[src/rtl/sop_ctrl_pkg.sv]
// Shared types and constants for the SOP sweep sequencer.
// Latency: n/a (declarations only).
// Backpressure: n/a.
package sop_ctrl_pkg;

  typedef enum logic [1:0] {
    IDLE   = 2'd0,
    APPLY  = 2'd1,
    SAMPLE = 2'd2,
    DONE   = 2'd3
  } state_t;

  // Truth table of y = a'b'c' + a'b'c + abc (minterms 0, 1, 7).
  localparam logic [7:0] SOP_EXPECTED_DEFAULT = 8'h83;

  localparam int ERRCNT_W = 8;
  localparam int SETTLE_W = 16;

endpackage

[src/rtl/sop_settle_timer.sv]
// Settle timer: loadable down-counter; expire_o flags the last count while enabled.
// Latency: expire_o is combinational from the count; load/clear/decrement take effect next edge.
// Backpressure: none; en_i simply gates counting.
//
// Ports:
//   clk, rst_n    clock, asynchronous active-low reset
//   clr_i         force count to 0 (lower priority than load_i)
//   load_i        load load_val_i
//   load_val_i    settle cycles minus one
//   en_i          count down while high
//   expire_o      high when enabled and the count has reached 0
module sop_settle_timer
  import sop_ctrl_pkg::*;
#(
  parameter int W = SETTLE_W
) (
  input  logic         clk,
  input  logic         rst_n,
  input  logic         clr_i,
  input  logic         load_i,
  input  logic [W-1:0] load_val_i,
  input  logic         en_i,
  output logic         expire_o
);

  logic [W-1:0] cnt_q, cnt_d;

  always_comb begin
    cnt_d = cnt_q;
    if (load_i) begin
      cnt_d = load_val_i;
    end else if (clr_i) begin
      cnt_d = '0;
    end else if (en_i && (cnt_q != '0)) begin
      cnt_d = cnt_q - W'(1);
    end
  end

  always_ff @(posedge clk or negedge rst_n) begin
    if (!rst_n) begin
      cnt_q <= '0;
    end else begin
      cnt_q <= cnt_d;
    end
  end

  assign expire_o = en_i && (cnt_q == '0);

endmodule

[src/rtl/sop_sweep_ctrl.sv]
// Sweeps an external N-input SOP block through all minterms, captures its truth table, checks it.
// Latency: STEP_DIV+1 cycles per vector; done_o on the 2^N*(STEP_DIV+1)+1-th edge counting the start edge.
// Backpressure: none; start_i is ignored while busy, abort_i abandons a sweep from APPLY/SAMPLE.
//
// Optional build macro SOP_SWEEP_ERRCNT_EN: when defined, err_cnt_o counts failed sweeps
// (saturating at 255, cleared only by reset); otherwise err_cnt_o is tied to 0.
//
// Ports:
//   clk, rst_n     clock, asynchronous active-low reset
//   start_i        begin a sweep (sampled in IDLE; abort_i has priority)
//   abort_i        abandon the sweep from APPLY or SAMPLE
//   y_i            output of the SOP datapath under test
//   vec_o          vector driven to the datapath ({a,b,c}, a = MSB); 0 when not busy
//   busy_o         high in APPLY and SAMPLE
//   done_o         one-cycle pulse at the end of a completed sweep
//   pass_o         truth_tbl_o == EXPECTED, valid from done_o until the next start
//   truth_tbl_o    captured table, bit k = y for vector k
//   err_cnt_o      failed-sweep count
module sop_sweep_ctrl
  import sop_ctrl_pkg::*;
#(
  parameter int                        NUM_VARS = 3,
  parameter int                        STEP_DIV = 1,
  parameter logic [(2**NUM_VARS)-1:0] EXPECTED = SOP_EXPECTED_DEFAULT
) (
  input  logic                       clk,
  input  logic                       rst_n,
  input  logic                       start_i,
  input  logic                       abort_i,
  input  logic                       y_i,
  output logic [NUM_VARS-1:0]        vec_o,
  output logic                       busy_o,
  output logic                       done_o,
  output logic                       pass_o,
  output logic [(2**NUM_VARS)-1:0]   truth_tbl_o,
  output logic [ERRCNT_W-1:0]        err_cnt_o
);

  localparam int TBL_W = 2**NUM_VARS;
  // One extra bit so the terminal-index compare never relies on wraparound.
  localparam int IDX_W = NUM_VARS + 1;
  localparam logic [IDX_W-1:0]    LAST_IDX    = IDX_W'(TBL_W - 1);
  localparam logic [SETTLE_W-1:0] SETTLE_LOAD = SETTLE_W'(STEP_DIV - 1);

  state_t            state_q, state_d;
  logic [IDX_W-1:0]  idx_q, idx_d;
  logic [TBL_W-1:0]  tbl_q, tbl_d;
  logic              pass_q, pass_d;

  logic tmr_clr, tmr_load, tmr_en, tmr_expire;

  sop_settle_timer #(.W(SETTLE_W)) u_settle (
    .clk       (clk),
    .rst_n     (rst_n),
    .clr_i     (tmr_clr),
    .load_i    (tmr_load),
    .load_val_i(SETTLE_LOAD),
    .en_i      (tmr_en),
    .expire_o  (tmr_expire)
  );

  always_comb begin
    state_d  = state_q;
    idx_d    = idx_q;
    tbl_d    = tbl_q;
    pass_d   = pass_q;
    tmr_clr  = 1'b0;
    tmr_load = 1'b0;
    tmr_en   = 1'b0;
    busy_o   = 1'b0;
    done_o   = 1'b0;
    vec_o    = '0;

    case (state_q)
      IDLE: begin
        if (start_i && !abort_i) begin
          idx_d    = '0;
          tbl_d    = '0;
          pass_d   = 1'b0;
          tmr_load = 1'b1;
          state_d  = APPLY;
        end
      end

      APPLY: begin
        busy_o = 1'b1;
        vec_o  = idx_q[NUM_VARS-1:0];
        if (abort_i) begin
          tmr_clr = 1'b1;
          state_d = IDLE;
        end else begin
          tmr_en = 1'b1;
          if (tmr_expire) begin
            state_d = SAMPLE;
          end
        end
      end

      SAMPLE: begin
        busy_o = 1'b1;
        vec_o  = idx_q[NUM_VARS-1:0];
        if (abort_i) begin
          tmr_clr = 1'b1;
          state_d = IDLE;
        end else begin
          tbl_d[idx_q[NUM_VARS-1:0]] = y_i;
          if (idx_q == LAST_IDX) begin
            // Judge on the next-value table so the final minterm is included
            // and pass_o is already valid while done_o is high.
            pass_d  = (tbl_d == EXPECTED);
            state_d = DONE;
          end else begin
            idx_d    = idx_q + IDX_W'(1);
            tmr_load = 1'b1;
            state_d  = APPLY;
          end
        end
      end

      DONE: begin
        done_o  = 1'b1;
        state_d = IDLE;
      end

      default: state_d = IDLE;
    endcase
  end

  always_ff @(posedge clk or negedge rst_n) begin
    if (!rst_n) begin
      state_q <= IDLE;
      idx_q   <= '0;
      tbl_q   <= '0;
      pass_q  <= 1'b0;
    end else begin
      state_q <= state_d;
      idx_q   <= idx_d;
      tbl_q   <= tbl_d;
      pass_q  <= pass_d;
    end
  end

  assign pass_o      = pass_q;
  assign truth_tbl_o = tbl_q;

`ifdef SOP_SWEEP_ERRCNT_EN
  logic [ERRCNT_W-1:0] err_cnt_q;

  // Counts on the edge leaving DONE, where pass_q already holds the verdict.
  always_ff @(posedge clk or negedge rst_n) begin
    if (!rst_n) begin
      err_cnt_q <= '0;
    end else if ((state_q == DONE) && !pass_q && (err_cnt_q != '1)) begin
      err_cnt_q <= err_cnt_q + ERRCNT_W'(1);
    end
  end

  assign err_cnt_o = err_cnt_q;
`else
  assign err_cnt_o = '0;
`endif

endmodule

[config.mk]
export PLATFORM = sky130hd
export DESIGN_NAME = sop_sweep_ctrl
export DESIGN_NICKNAME = d
export VERILOG_FILES = /design/src/rtl/sop_ctrl_pkg.sv /design/src/rtl/sop_settle_timer.sv /design/src/rtl/sop_sweep_ctrl.sv
export SDC_FILE = /design/constraint.sdc
export NUM_CORES = 1
export LEC_CHECK = 0
export CORE_MARGIN = 2
export CORE_UTILIZATION = 45
export DETAILED_ROUTE_END_ITERATION = 10
export GPL_ROUTABILITY_DRIVEN = 1
export PLACE_DENSITY = 0.67
export SETUP_SLACK_MARGIN = 0.15
export SLEW_MARGIN = 20
export SYNTH_ARGS = -nofsm -noshare
export SYNTH_HDL_FRONTEND = slang
export SYNTH_HIERARCHICAL = 1
export SYNTH_SLANG_ARGS = --single-unit
[constraint.sdc]
create_clock -name clk -period 2.9 [get_ports clk]
set_clock_uncertainty 0.15 [all_clocks]
set_input_delay 0.29 -clock clk [delete_from_list [all_inputs] [get_ports clk]]
set_output_delay 0.29 -clock clk [all_outputs]
set_load 0.005 [all_outputs]
==> metrics.md <==
| Metric | Value |
|---|---|
| CTS root buffer | `clkbuf_8` |
| Depth of the most critical reg-to-reg path | `6` |
| VDD IR-drop max | `0.000337 V` |
| RR Endpoint | `u_settle/cnt_q[3]$_DFFE_PN0P_` |
| Area growth syn-to-layout | `15.8%` |
| Max Freq | `427 MHz` |
| TritonCTS clock tree | `yes` |
| Antenna viol nets, final | `0` |
| Die Y-Extent | `74.8 µm` |
| Post CTS Setup Buffer Count | `0` |
| Leak pwr | `1.11 nW` |
| Top cell type's share of synthesized area | `34.4%` |
| Placement Rows | `25` |
| Reg-to-Reg Start | `state_q[0]$_DFFE_PN0P_` |
| Starting Density | `47.1%` |
| Crit. path cell count | `6` |
| Hold_buf cts | `0` |
| Buf/Inv on CP | `1` |
| Initial antenna violation count | `0` |
| Pins Over Slew Limit | `0` |
| Fin nets | `321` |
| First-pass GRT wire length | `8670 µm` |
| Total GRT Usage | `20.3%` |
| Port Buffer Count | `18` |
| Vias in the first global route | `1936` |
| HP Class | `input pin to asynchronous set/reset pin` |
| Die Wd | `74.8 µm` |
| Core Region | `4790 µm²` |
| Post-CTS sizing | `0` |
| Status | `completed` |
| First drt pass iteration count | `4` |
| Synth Warn # | `6` |
| DR vias | `2034` |
| Critical path endpoint | `u_settle/cnt_q[3]$_DFFE_PN0P_` |
| Async S/R FF share, synth | `100%` |
| Clk sinks | `31` |
| Top cells by instance count after synthesis | `dfrtp_1, a21oi_1, nand2_1` |
| Critical path's slowest cell | `nor2_1` |
| CP delay by family, top | `simple AND/OR/NAND/NOR gates` |
| Share of layout cells above drive strength 1 | `8.06%` |
| Top FF cell, synth | `dfrtp_1` |
| Placed inst area | `2530 µm²` |
| Setup TNS | `0 ps` |
| Most common cell in the netlist | `dfrtp_1` |
| Grt ovf | `0` |
| H-tree depth | `2` |
| Via-per-instance ratio | `5.40` |
| Final-report setup violation count | `0` |
| Syn Inst Count | `275` |
| Ports | `27` |
| Crit path max fanout | `11` |
| Crit-path cells | `inv_1 > ha_1 > and2_1 > nor2_1 > o21ai_0 > a21oi_1` |
| Max Root-Sink Buffers | `2` |
| CP Launch Type | `register` |
| Area leader, netlist | `dfrtp_1` |
| Post-synth EDFFs | `0` |
| Headroom to the max-slew limit | `46.1%` |
| Die area | `5590 µm²` |
| Maxcap violations | `0` |
| Fin area | `2610 µm²` |
| Ant diodes | `0` |
| Worst setup path category | `register to register` |
| Post-DP HPWL | `3700 µm` |
| 1st-iter DRT viols | `123` |
| Final hold violations | `0` |
| Final-layout fill cell count | `456` |
| Drt drc | `0` |
| Largest cells by area after synthesis | `dfrtp_1, a21oi_1, nand2_1` |
| Avg WL per Cell | `13.5 µm` |
| Gpl congestion | `0.852` |
| CP endpoint kind | `register` |
| Distinct cells, synth | `58` |
| Actual slew at the worst max-slew pin | `806 ps` |
| DRT Wirelength | `5070 µm` |
| Num CTS Buffers | `5` |
| FF-to-FF setup slack | `560 ps` |
| Pwr Density | `783 nW/µm²` |
| Pin count of the biggest net entering global routing | `32` |
| Post-synthesis register bit count | `31` |
| Tmin final | `2340 ps` |
| Latest clock arrival within the worst-skew pair | `290 ps` |
| Critical path arrival | `2390 ps` |
| Seq/Total Area, Yosys | `34.4%` |
| Synthesized area per cell | `8.20 µm²` |
| RSZ-0062 raised after global routing | `false` |
| Final Cycle Share | `80.7%` |
| Clock transition at the registers of the reported paths | `70 ps` |
| Req. time, crit path | `2950 ps` |
| Crit-path max cell delay | `630 ps` |
| Cell Area, Synth | `2250 µm²` |
| Critical Path Source | `state_q[0]$_DFFE_PN0P_` |
## worst reg2reg max path: stages, from the launching register on
cell     delay, ps
dfrtp_1        410
inv_1          110
ha_1           370
and2_1         200
nor2_1         630
o21ai_0        200
a21oi_1        190
## stage by stage
step                      worst slack (ps)  hold WS [ps]  util (%)  instances  total power [mW]
final                                  561           251      54.5        377              2.04
after global routing                   323           303      54.5        377              2.23
after CTS                              577           257      54.5        377              2.06
after detailed placement               577           392      52.8        369              1.72
after global placement                 588           390      52.8        369              1.71
after floorplan                        561          -156         -        301              1.45
## worst min path at each step
| stage | to | startpoint | depth (start not counted) | slack [ps] |
|---|---|---|---|---|
| final | truth_tbl_o[3]$_DFFE_PN0P_ | rst_n | 2 | 250 |
| after global placement | truth_tbl_o[1]$_DFFE_PN0P_ | truth_tbl_o[1]$_DFFE_PN0P_ | 2 | 390 |
| after floorplan | idx_q[0]$_DFFE_PN0P_ | rst_n | 0 | -160 |
| after CTS | truth_tbl_o[3]$_DFFE_PN0P_ | rst_n | 2 | 260 |
| after detailed placement | truth_tbl_o[4]$_DFFE_PN0P_ | truth_tbl_o[4]$_DFFE_PN0P_ | 2 | 390 |
| after global routing | truth_tbl_o[3]$_DFFE_PN0P_ | rst_n | 2 | 300 |
## sequential cells by signal, indices dropped and copies added, names as in the netlist
register,flops
pass_o,1
state_q,2
truth_tbl_o,8
idx_q,4
u_settle/cnt_q,16
## cell families after synthesis
logic type      count (synthesis)  synth area share [%]
compound gates                 79                  23.3
xor+xnor                        4                  1.55
fa+ha+maj                       7                  3.88
buf+inv                        40                  8.88
flops                          31                  34.4
mux                             1                 0.444
other cells                     1                 0.166
simple gates                  112                  27.4
## metal layers
layer / vias to the layer above / global-route usage, % / wire length, µm
met4: 0 / 10.1 / 90
met2: 38 / 32.2 / 2410
met3: 10 / 4.55 / 179
met1: 944 / 26.2 / 2390
met5: - / 0 / 0
li1: 1042 / - / -
## placed cells by master, fill, tap and decap left out, drive strengths merged, types with 2 or more instances in the layout
cell type | synthesis | routed
nand3 | 11 | 11
nand2b | 8 | 8
xor2 | 3 | 3
nor3 | 8 | 8
clkbuf | 12 | 7
a22oi | 2 | 2
nand2 | 29 | 29
conb | 1 | 27
nand3b | 3 | 3
buf | 12 | 7
and3 | 3 | 3
o31ai | 3 | 3
a21o | 2 | 2
nor3b | 3 | 3
and2 | 5 | 5
nand4 | 3 | 3
o211ai | 5 | 5
or2 | 4 | 4
dfrtp | 31 | 31
a21oi | 29 | 29
o32ai | 2 | 2
a32oi | 3 | 3
a32o | 2 | 2
a22o | 2 | 2
or4 | 5 | 5
clkdlybuf4s50 | 0 | 18
nor4 | 5 | 5
o21ai | 11 | 11
a31oi | 3 | 3
o22ai | 6 | 6
nor2 | 18 | 18
or3 | 2 | 2
inv | 16 | 16
ha | 7 | 7
nor2b | 2 | 2
## report_power, final
part           switching (mW)  total [mW]  internal, mW
registers               0.138       0.678         0.540
logic                   0.597        1.04         0.438
clock network           0.162       0.330         0.168
total                   0.896        2.04          1.15
## layout make-up
| class | count | area, µm² | share of cell area (%) |
|---|---|---|---|
| flip-flops and latches | 31 | 776 | 29.7 |
| clock buffers | 7 | 76.3 | 2.92 |
| well taps | 67 | 83.8 | 3.21 |
| multi-input cells | 230 | 1380 | 52.7 |
| clock inverters | 1 | 5.00 | 0.192 |
| inverters | 16 | 60.1 | 2.30 |
| repair buffers | 25 | 233 | 8.92 |
Note: power is estimated with default switching activity, not from simulation.
